`src/rtl/btn_value_counter_pkg.sv`:
```
// Shared constants and helpers for the button-driven display value counter.
// Autorepeat support is selected with BTN_AUTOREPEAT_EN (see btn_debounce).
package btn_value_counter_pkg;

   localparam int MAX_DIGIT_VALUE = 15;
   localparam int DISP_WIDTH      = 4;

   typedef enum logic [1:0] {
      CNT_HOLD = 2'd0,
      CNT_UP   = 2'd1,
      CNT_DN   = 2'd2,
      CNT_CLR  = 2'd3
   } cnt_op_e;

   // Width able to hold 0..cycles-1, never less than one bit.
   function automatic int deb_cnt_w(input int cycles);
      return (cycles <= 2) ? 1 : $clog2(cycles);
   endfunction

endpackage

```
`src/rtl/btn_value_counter_if.sv`:
```
// Button/clear inputs and value/wrap outputs of the display value counter.
interface btn_value_counter_if
   import btn_value_counter_pkg::*;
#(
   parameter int WIDTH = DISP_WIDTH
);
   logic             btn_up;
   logic             btn_dn;
   logic             clr;
   logic [WIDTH-1:0] value;
   logic             wrap;

   modport master (output btn_up, output btn_dn, output clr, input value, input wrap);
   modport slave  (input btn_up, input btn_dn, input clr, output value, output wrap);
endinterface

```
`src/rtl/btn_debounce.sv`:
```
// Synchroniser, debouncer and press-edge pulse for one raw button.
// With BTN_AUTOREPEAT_EN defined, a held button also emits periodic repeat pulses.
module btn_debounce
   import btn_value_counter_pkg::*;
#(
   parameter int DEBOUNCE_CYCLES = 16,
   parameter int REPEAT_CYCLES   = 8
) (
   input  logic clk,
   input  logic rst_n,
   input  logic btn_i,
   input  logic clr_i,
   output logic press_o
);
   localparam int            CW       = deb_cnt_w(DEBOUNCE_CYCLES);
   localparam logic [CW-1:0] CNT_LAST = CW'(DEBOUNCE_CYCLES - 1);

   logic          sync1_q, sync2_q;
   logic          level_q, level_d, level_dly_q;
   logic [CW-1:0] cnt_q, cnt_d;
   logic          edge_w;

   // Any sample equal to the stable level restarts the mismatch window.
   always_comb begin
      level_d = level_q;
      cnt_d   = '0;
      if (sync2_q != level_q) begin
         if (cnt_q == CNT_LAST) level_d = sync2_q;
         else                   cnt_d   = cnt_q + 1'b1;
      end
   end

   always_ff @(posedge clk or negedge rst_n) begin
      if (!rst_n) begin
         sync1_q     <= 1'b0;
         sync2_q     <= 1'b0;
         level_q     <= 1'b0;
         level_dly_q <= 1'b0;
         cnt_q       <= '0;
      end else begin
         sync1_q     <= btn_i;
         sync2_q     <= sync1_q;
         level_q     <= level_d;
         level_dly_q <= level_q;
         cnt_q       <= cnt_d;
      end
   end

   assign edge_w = level_q & ~level_dly_q;

`ifdef BTN_AUTOREPEAT_EN
   localparam int            RW       = $clog2(REPEAT_CYCLES + 1);
   localparam logic [RW-1:0] REP_LAST = RW'(REPEAT_CYCLES);

   logic [RW-1:0] rep_q, rep_d;
   logic          rep_hit;

   // rep_q counts cycles since the last pulse; reload to 1 keeps the period exact.
   assign rep_hit = level_q & (rep_q == REP_LAST);

   always_comb begin
      rep_d = rep_q + 1'b1;
      if (!level_q || clr_i) rep_d = '0;
      else if (rep_hit)      rep_d = RW'(1);
   end

   always_ff @(posedge clk or negedge rst_n) begin
      if (!rst_n) rep_q <= '0;
      else        rep_q <= rep_d;
   end

   assign press_o = edge_w | rep_hit;
`else
   localparam int unused_repeat_cycles = REPEAT_CYCLES;
   logic unused_clr;
   assign unused_clr = clr_i;
   assign press_o    = edge_w;
`endif

endmodule

```
`src/rtl/btn_value_counter.sv`:
```
// Up/down modulo counter driven by two debounced buttons, feeding the display splitter.
// Optional autorepeat is enabled by defining BTN_AUTOREPEAT_EN.
module btn_value_counter
   import btn_value_counter_pkg::*;
#(
   parameter int WIDTH           = DISP_WIDTH,
   parameter int MAX             = MAX_DIGIT_VALUE,
   parameter int DEBOUNCE_CYCLES = 16,
   parameter int REPEAT_CYCLES   = 8
) (
   input logic                clk,
   input logic                rst_n,
   btn_value_counter_if.slave bus
);
   localparam logic [WIDTH-1:0] MAX_V = WIDTH'(MAX);

   logic             up_pulse, dn_pulse;
   logic [WIDTH-1:0] value_q, value_d;
   logic             wrap_q, wrap_d;
   cnt_op_e          op;

   btn_debounce #(
      .DEBOUNCE_CYCLES (DEBOUNCE_CYCLES),
      .REPEAT_CYCLES   (REPEAT_CYCLES)
   ) u_up (
      .clk     (clk),
      .rst_n   (rst_n),
      .btn_i   (bus.btn_up),
      .clr_i   (bus.clr),
      .press_o (up_pulse)
   );

   btn_debounce #(
      .DEBOUNCE_CYCLES (DEBOUNCE_CYCLES),
      .REPEAT_CYCLES   (REPEAT_CYCLES)
   ) u_dn (
      .clk     (clk),
      .rst_n   (rst_n),
      .btn_i   (bus.btn_dn),
      .clr_i   (bus.clr),
      .press_o (dn_pulse)
   );

   // Clear dominates; simultaneous up and down pulses cancel.
   always_comb begin
      op = CNT_HOLD;
      if (bus.clr)                   op = CNT_CLR;
      else if (up_pulse && !dn_pulse) op = CNT_UP;
      else if (dn_pulse && !up_pulse) op = CNT_DN;
   end

   // Compare against MAX before adding so MAX = 2^WIDTH-1 never overflows.
   always_comb begin
      value_d = value_q;
      wrap_d  = 1'b0;
      case (op)
         CNT_CLR: value_d = '0;
         CNT_UP: begin
            if (value_q == MAX_V) begin
               value_d = '0;
               wrap_d  = 1'b1;
            end else begin
               value_d = value_q + 1'b1;
            end
         end
         CNT_DN: begin
            if (value_q == '0) begin
               value_d = MAX_V;
               wrap_d  = 1'b1;
            end else begin
               value_d = value_q - 1'b1;
            end
         end
         default: ;
      endcase
   end

   always_ff @(posedge clk or negedge rst_n) begin
      if (!rst_n) begin
         value_q <= '0;
         wrap_q  <= 1'b0;
      end else begin
         value_q <= value_d;
         wrap_q  <= wrap_d;
      end
   end

   assign bus.value = value_q;
   assign bus.wrap  = wrap_q;

endmodule

```
`src/flat_wrapper.sv`:
```
// flat-port wrapper written by rule: the top's interface ports become plain ports
module btn_value_counter_flat import btn_value_counter_pkg::*;
#(
   parameter int WIDTH           = DISP_WIDTH,
   parameter int MAX             = MAX_DIGIT_VALUE,
   parameter int DEBOUNCE_CYCLES = 16,
   parameter int REPEAT_CYCLES   = 8
)
  (clk, rst_n, bus_btn_up, bus_btn_dn, bus_clr, bus_value, bus_wrap);
  btn_value_counter_if #(.WIDTH(WIDTH)) bus_i ();
  input logic clk;
  input logic rst_n;
  input wire logic [$bits(bus_i.btn_up)-1:0] bus_btn_up;
  input wire logic [$bits(bus_i.btn_dn)-1:0] bus_btn_dn;
  input wire logic [$bits(bus_i.clr)-1:0] bus_clr;
  output wire logic [$bits(bus_i.value)-1:0] bus_value;
  output wire logic [$bits(bus_i.wrap)-1:0] bus_wrap;
  assign bus_i.btn_up = bus_btn_up;
  assign bus_i.btn_dn = bus_btn_dn;
  assign bus_i.clr = bus_clr;
  assign bus_value = bus_i.value;
  assign bus_wrap = bus_i.wrap;
  btn_value_counter #(.WIDTH(WIDTH), .MAX(MAX), .DEBOUNCE_CYCLES(DEBOUNCE_CYCLES), .REPEAT_CYCLES(REPEAT_CYCLES)) u_core (.clk(clk), .rst_n(rst_n), .bus(bus_i));
endmodule
```
`config.mk`:
```
export PLATFORM = sky130hd
export DESIGN_NAME = btn_value_counter_flat
export DESIGN_NICKNAME = d
export VERILOG_FILES = /design/src/rtl/btn_value_counter_pkg.sv /design/src/rtl/btn_value_counter_if.sv /design/src/rtl/btn_debounce.sv /design/src/rtl/btn_value_counter.sv /design/src/flat_wrapper.sv
export SDC_FILE = /design/constraint.sdc
export NUM_CORES = 1
export LEC_CHECK = 0
export BUFFER_PORTS_ARGS = -buffer_cell sky130_fd_sc_hd__buf_4
export CORE_MARGIN = 5
export CORE_UTILIZATION = 55
export DETAILED_ROUTE_END_ITERATION = 10
export PLACE_DENSITY = 0.75
export SLEW_MARGIN = 20
export SYNTH_ARGS = -nofsm -noshare
export SYNTH_HDL_FRONTEND = slang
export SYNTH_SLANG_ARGS = --single-unit
```
`constraint.sdc`:
```
create_clock -name clk -period 2.5 [get_ports clk]
set_input_delay 0.25 -clock clk [delete_from_list [all_inputs] [get_ports clk]]
set_output_delay 0.25 -clock clk [all_outputs]
set_load 0.02 [all_outputs]
```
==> summary.txt, run 1 <==
STATUS
----------------------------------------------------------------------------------------
Status                                                                      finished clean

HOLD PATH
----------------------------------------------------------------------------------------
Worst min path class                                                           in -> reg

SYNTHESIS
----------------------------------------------------------------------------------------
Synthesized netlist net count                                                        103
Main synth FF type                                                               dfrtp_1
Yosys cell types                                                                      29
Number of synthesized flops with an enable pin                                         0
Area leader, netlist                                                             dfrtp_1
Number of synthesized register bits                                                   21
Register area share after synthesis                                                0.519
Mapped Cells                                                                          91
Yosys warning total                                                                    0
Mean instance size in the synthesized netlist                                   11.1 um2
Share of async-settable or async-resettable flops after synthesis                   1.00
Area fraction of the dominant cell type after synthesis                            0.519
Syn Std Cell Area                                                            0.00101 mm2
Leading cell types by total area after synthesis                            dfrtp_1 52%, ha_1 8.6%, a21oi_1 4.0%

GLOBAL ROUTING
----------------------------------------------------------------------------------------
Vias in the first global route                                                       684
Grt ovf                                                                                0
Gr usage total                                                                     0.147
Wire length of the first global-routing pass                                     2.96 mm
Pin count of the biggest net entering global routing                                  22
Number of antenna violations at the first check in global routing                      0

PWR
----------------------------------------------------------------------------------------
Switching share of power                                                           0.270
Fraction of power consumed by sequential logic                                     0.597
Largest voltage drop on the vdd net                                               483 uV
Internal                                                                          472 uW
Lkg Pwr                                                                         0.526 nW
Switching power                                                                   175 uW
Logic pwr share                                                                    0.162
Part of the power in the clock network                                             0.241
Power Density                                                                 570 mW/mm2

FINAL LAYOUT
----------------------------------------------------------------------------------------
Fill cell count                                                                      156
Proportion of layout cells with a drive suffix above 1                             0.155
Post-Layout Inst Area                                                        0.00113 mm2
N_diodes                                                                               0
Final cell count without fillers                                                     128
Sequential Area                                                                  526 um2
Multi-input logic area                                                           450 um2
Relative area change from synthesis to final layout                                11.9%
Final net count                                                                      116

PLACE
----------------------------------------------------------------------------------------
Number of placed cells counting well taps                                            123
RD Place Congestion                                                                0.847
HPWL after detailed placement                                                    1.16 mm
Cell area after placement                                                    0.00110 mm2
IO Port Bufs                                                                           9

FLOORPLAN
----------------------------------------------------------------------------------------
Area of the core region                                                      0.00175 mm2
Die width                                                                        52.9 um
Initial core utilization                                                           0.581
Die boundary height                                                              52.9 um
Area of the die                                                              0.00280 mm2
Number of top-level pins                                                              10
Site row count                                                                        15

SETUP PATH
----------------------------------------------------------------------------------------
Startpoint types                                                                register
Type of destination of the critical path                                        register
Largest fanout on the critical path                                                    5
Type of the worst setup path                                                  reg -> reg
Required time of the critical path                                               2.74 ns
Data arrival time of the critical path                                           2.31 ns

CLOCK TREE
----------------------------------------------------------------------------------------
Later-pin clock latency in the skew report                                       0.29 ns
CTS root buf                                                                    clkbuf_4
TritonCTS clock tree                                                                 yes
H-tree Lvls                                                                            1
Maximum buffer depth of the clock tree                                                 2
Worst-path clk slew                                                              0.11 ns
Clock sink count                                                                      21
TritonCTS buffer count                                                                 3
Number of post-CTS setup repair buffers                                                0

STA
----------------------------------------------------------------------------------------
Minimum period implied by the final worst setup slack                            2.06 ns
Count of final hold-check violations                                                   0
Setup-failing EPs final                                                                0
Post-Route Skew                                                               0.00230 ns
Unrepaired setup endpoints after global routing                                    false
Slew @ Worst Pin                                                                0.338 ns
Portion of the clock cycle consumed by the worst path in the final layout          0.825
Worst max-slew margin expressed relative to the limit                              0.773
Total Neg Setup Slack                                                               0 ns
Max Clk Rate                                                                   0.485 GHz
Max-slew violation count                                                               0

DETAILED ROUTING
----------------------------------------------------------------------------------------
Final routed DRC violation total                                                       0
Via density per instance                                                            5.41
Post-detailed-routing wire length                                                1.65 mm
TritonRoute pass-1 iters                                                               4
Post-detailed-route count of antenna-violating nets                                    0
Via total after detailed routing                                                     693
1st-iter DRT viols                                                                    14
Mean routed wirelength per cell                                                  12.9 um

FLOW RUN
----------------------------------------------------------------------------------------
Max Cap Violations                                                                     0

[placed cells by master, fill, tap and decap left out, drive strengths merged]
cell type and instances:
o22a 1, o21ai 2, nor3b 2, dfrtp 21, nand2b 3, nor3 1
o21bai 1, dlygate4sd3 1, nand3 3, nor2b 4, mux2i 1, xnor2 4
nand4 1, or2b 1, o31ai 2, buf 9, clkbuf 4, a21oi 8
nor2 2, or3 1, nand2 5, inv 6, a21o 3, o21ba 1
a31oi 3, ha 7, mux2 2, a32oi 1, nand4b 2, a2111oi 1
[worst max-delay path, stage by stage, from the launching register on]
cell and delay, ns:
dfrtp_1 0.44, nor2b_1 0.15, a21oi_1 0.24, ha_1 0.27, nand2_1 0.09, or3_1 0.33, a2111oi_1 0.39, a21o_1 0.12
[area by class of cell]
type / instances / area share
flip-flops and latches: 21 / 0.464
well taps: 25 / 0.0276
inverters: 6 / 0.0199
repair buffers: 10 / 0.0684
clock buffers: 4 / 0.0232
multi-input cells: 62 / 0.397
[timing repair]
action                    in CTS  in global routing
hold buffers                   1                  0
hold endpoints to repair      21                  0
resized for setup              0                  0
[per-layer routing]
metal / global-route usage / vias up / part of all wire
met3: 0.0423 / 2 / 0.026
met1: 0.187 / 336 / 0.47
met5: 0 / - / 0
met2: 0.231 / 9 / 0.49
li1: - / 346 / -
met4: 0.0638 / 0 / 0.010
[worst paths after layout]
| check | start | endpoint | slack [ns] | cells after the start |
|---|---|---|---|---|
| worst max-delay path | u_core.u_up.level_q | u_core.bus.value[0] | 0.44 | 7 |
| worst min-delay path | bus_btn_up | u_core.u_up.sync1_q | 0.05 | 1 |
| worst max register to register | u_core.u_up.level_q | u_core.bus.value[0] | 0.44 | 7 |
| worst min register to register | u_core.u_dn.sync1_q | u_core.u_dn.sync2_q | 0.37 | 0 |
| max in group asynchronous | rst_n | u_core.bus.value[1] | 1.92 | 2 |
| min in group asynchronous | rst_n | u_core.u_up.cnt_q[0] | 0.37 | 2 |
[power by group through the flow]
stage	Sequential (mW)	Combinational (mW)	Clock, mW
finish	0.386	0.105	0.156
global route	0.390	0.116	0.185
detailed placement	0.392	0.104	0
CTS	0.386	0.106	0.165
floorplan	0.394	0.0671	0
global placement	0.391	0.102	0
[synthesized netlist by cell type, drive strengths merged, types with 3 or more instances]
cell type  count
nand2b         3
nor2b          4
inv            6
a31oi          3
ha             7
xnor2          4
nand3          3
dfrtp         21
a21o           3
a21oi          8
nand2          5
[state kept, by name (all words and copies together) (netlist names)]
signal                   count
u_core.u_dn.level_q          1
u_core.u_dn.sync1_q          1
u_core.u_dn.cnt_q            4
u_core.u_dn.sync2_q          1
u_core.u_up.cnt_q            4
u_core.bus.wrap              1
u_core.u_up.level_dly_q      1
u_core.u_up.sync1_q          1
u_core.bus.value             4
u_core.u_dn.level_dly_q      1
u_core.u_up.level_q          1
u_core.u_up.sync2_q          1
[cells by family after synthesis]
| kind of cell | count (synthesis) | share of synthesized area |
|---|---|---|
| flops | 21 | 0.519 |
| xor+xnor | 4 | 0.0346 |
| mux | 3 | 0.0321 |
| buf+inv | 8 | 0.0370 |
| simple gates | 25 | 0.141 |
| compound gates | 23 | 0.151 |
| fa+ha+maj | 7 | 0.0864 |
[stage by stage]
stage                     worst slack (ns)  hold WS, ns  utilization  total power [mW]
after CTS                            0.437       0.0432        0.649             0.656
final                                0.437       0.0529        0.649             0.646
after detailed placement             0.461        0.147        0.629             0.496
after floorplan                      0.583      -0.0456            -             0.461
after global routing                 0.281       0.0265        0.649             0.692
after global placement               0.487        0.143        0.629             0.494
Power figures use the tool's default switching activity.
==> run 2, diff against run 1 <==
CORE_UTILIZATION = 50   (was 55)
PLACE_DENSITY = 0.72   (was 0.75)
clock period = 1.8 ns   (was 2.5 ns; I/O delays follow)
==> summary.txt, run 2 (synthesized netlist as in run 1, its figures left out) <==
PWR
----------------------------------------------------------------------------------------
Lkg Pwr                                                                         0.572 nW   +8.8%
Largest voltage drop on the vdd net                                               612 uV   +27%
Power Density                                                                 751 mW/mm2   +32%

FINAL LAYOUT
----------------------------------------------------------------------------------------
Final net count                                                                      124   +6.9%
Leading cell type in the layout, fill and taps excluded                          dfrtp_1
Final cell count without fillers                                                     138   +7.8%
Top library cells by usage in the layout, fill and taps aside               21 x dfrtp_1, 15 x buf_4, 7 x a21oi_1, 6 x inv_1, 6 x ha_1
Proportion of layout cells with a drive suffix above 1                             0.261   +0.106
Relative area change from synthesis to final layout                                22.5%
N_diodes                                                                               0   unchanged
Fin util                                                                           0.639   -0.0103

CLOCK TREE
----------------------------------------------------------------------------------------
TritonCTS clock tree                                                                 yes
TritonCTS buffer count                                                                 3   unchanged
CTS root buf                                                                    clkbuf_4
Maximum buffer depth of the clock tree                                                 2   unchanged
Worst-path clk slew                                                              0.12 ns   about the same
H-tree Lvls                                                                            1   unchanged
Number of post-CTS setup repair buffers                                                0   unchanged
Clock sink count                                                                      21   unchanged
Later-pin clock latency in the skew report                                       0.30 ns   about the same

STA
----------------------------------------------------------------------------------------
Hold Slack                                                                      0.284 ns   +0.231 ns
Minimum period implied by the final worst setup slack                            1.77 ns   -0.297 ns
Portion of the clock cycle consumed by the worst path in the final layout          0.981   +0.156
Post-Route Skew                                                               0.00100 ns   -0.00130 ns
Max-slew violation count                                                               0   unchanged
Count of final hold-check violations                                                   0   unchanged
Slew @ Worst Pin                                                                0.349 ns   +0.0107 ns
Max Clk Rate                                                                   0.566 GHz   +17%
Minimum setup slack in the final design                                        0.0340 ns   -0.403 ns
Setup-failing EPs final                                                                0   unchanged
Worst max-slew margin expressed relative to the limit                              0.766   -0.00716
Total Neg Setup Slack                                                               0 ns   unchanged
Unrepaired setup endpoints after global routing                                     true

SETUP PATH
----------------------------------------------------------------------------------------
Critical-path cell list                                                     nand2b_4 -> a21oi_2 -> ha_2 -> nand2_1 -> or3_4 -> a2111oi_4 -> a21o_1
Top delay family on crit path                                               compound AO/OA/AOI/OAI gates
Sum of buffers and inverters on the critical path                                      0   unchanged
Type of the worst setup path                                                  reg -> reg
Startpoint types                                                                register
Largest fanout on the critical path                                                    2   -3
Data arrival time of the critical path                                           2.02 ns   -0.29 ns
Required time of the critical path                                               2.05 ns   -0.69 ns
Type of destination of the critical path                                        register
RR Startpoint                                                               u_core.u_dn.level_dly_q
Register-to-register setup slack                                                 0.03 ns   -0.40 ns
Longest individual stage delay on the worst path                                 0.41 ns   -0.03 ns
Critical path origin                                                        u_core.u_dn.level_dly_q
Cell type of the slowest stage on the worst timing path                          dfrtp_1

GLOBAL ROUTING
----------------------------------------------------------------------------------------
Grt ovf                                                                                0   unchanged
Number of antenna violations at the first check in global routing                      0   unchanged
Vias in the first global route                                                       739   +8.0%
Gr usage total                                                                     0.152   +0.00496
Pin count of the biggest net entering global routing                                  22   unchanged
Wire length of the first global-routing pass                                     3.19 mm   +7.7%

DETAILED ROUTING
----------------------------------------------------------------------------------------
Mean routed wirelength per cell                                                  13.1 um   +1.7%
1st-iter DRT viols                                                                     5   -9
Via total after detailed routing                                                     739   +6.6%
Post-detailed-routing wire length                                                1.81 mm   +9.6%
Final routed DRC violation total                                                       0   unchanged
Post-detailed-route count of antenna-violating nets                                    0   unchanged
TritonRoute pass-1 iters                                                               4   unchanged
Via density per instance                                                            5.36   -1.1%

FLOORPLAN
----------------------------------------------------------------------------------------
Die boundary height                                                              55.0 um   +4.0%
Site row count                                                                        16   +1
Initial core utilization                                                           0.522   -0.0587
Area of the die                                                              0.00303 mm2   +8.1%
Number of top-level pins                                                              10   unchanged
Die width                                                                        55.0 um   +4.0%
Area of the core region                                                      0.00194 mm2   +11%

FLOW RUN
----------------------------------------------------------------------------------------
Max Cap Violations                                                                     0   unchanged

PLACE
----------------------------------------------------------------------------------------
HPWL after detailed placement                                                    1.27 mm   +9.0%
IO Port Bufs                                                                           9   unchanged
Post-place setup slack                                                         0.0195 ns   -0.442 ns
Number of placed cells counting well taps                                            131   +6.5%
RD Place Congestion                                                                0.789   -6.8%

STATUS
----------------------------------------------------------------------------------------
Status                                                                      finished clean

HOLD PATH
----------------------------------------------------------------------------------------
Worst min path class                                                         in -> async

-- run 2: changes by cell type in the layout (fill, tap and decap cells not counted), sizes merged --
cell and delta:
dlygate4sd3 +2, clkinv +1, buf +6, clkbuf -1
-- run 2: layout make-up --
| type | instances | area [um2] |
|---|---|---|
| well taps | 27 | 33.8 |
| repair buffers | 18 | 143 |
| inverters | 6 | 22.5 |
| flip-flops and latches | 21 | 526 |
| fillers | 155 | 701 |
| clock buffers | 3 | 22.5 |
| multi-input cells | 62 | 489 |
| clock inverters | 1 | 5.00 |
-- run 2: what timing repair did --
action	in CTS	in global routing
hold buffers	3	0
cloned	0	0
gates resized for setup	2	2
hold endpoints to repair	23	0
endpoints found under the setup margin	1	1
-- run 2: worst register-to-register path, cell delays in order, from the launching register on --
cell and delay [ns]:
dfrtp_1 0.41, nand2b_4 0.14, a21oi_2 0.16, ha_2 0.20, nand2_1 0.06, or3_4 0.35
a2111oi_4 0.29, a21o_1 0.11
-- run 2: final timing paths --
check                                             to  depth (start not counted)
worst max-delay path             u_core.bus.value[0]                          7
min in group clk                 u_core.u_dn.sync2_q                          0
worst min-delay path             u_core.bus.value[3]                          2
worst min register to register   u_core.u_dn.sync2_q                          0
worst max register to register   u_core.bus.value[0]                          7
max in group asynchronous       u_core.u_up.cnt_q[3]                          2
-- run 2: power breakdown --
group	internal (mW)	switching, mW
logic	0.0886	0.0916
clock network	0.0828	0.142
registers	0.498	0.0295
total	0.670	0.263
-- run 2: metal layers --
metal,GRT usage,routed length (um),vias to the layer above,part of all wire
li1,-,-,361,-
met4,0.0729,13,0,0.0072
met3,0.0322,68,2,0.038
met2,0.266,969,9,0.54
met5,0,0,-,0
met1,0.175,755,367,0.42
-- run 2: metrics by stage --
| stage | area (um2) | power (mW) |
|---|---|---|
| floorplan | 1020 | 0.644 |
| global placement | 1160 | 0.697 |
| detailed placement | 1160 | 0.705 |
| CTS | 1230 | 0.950 |
| global route | 1240 | 0.990 |
| finish | 1240 | 0.933 |
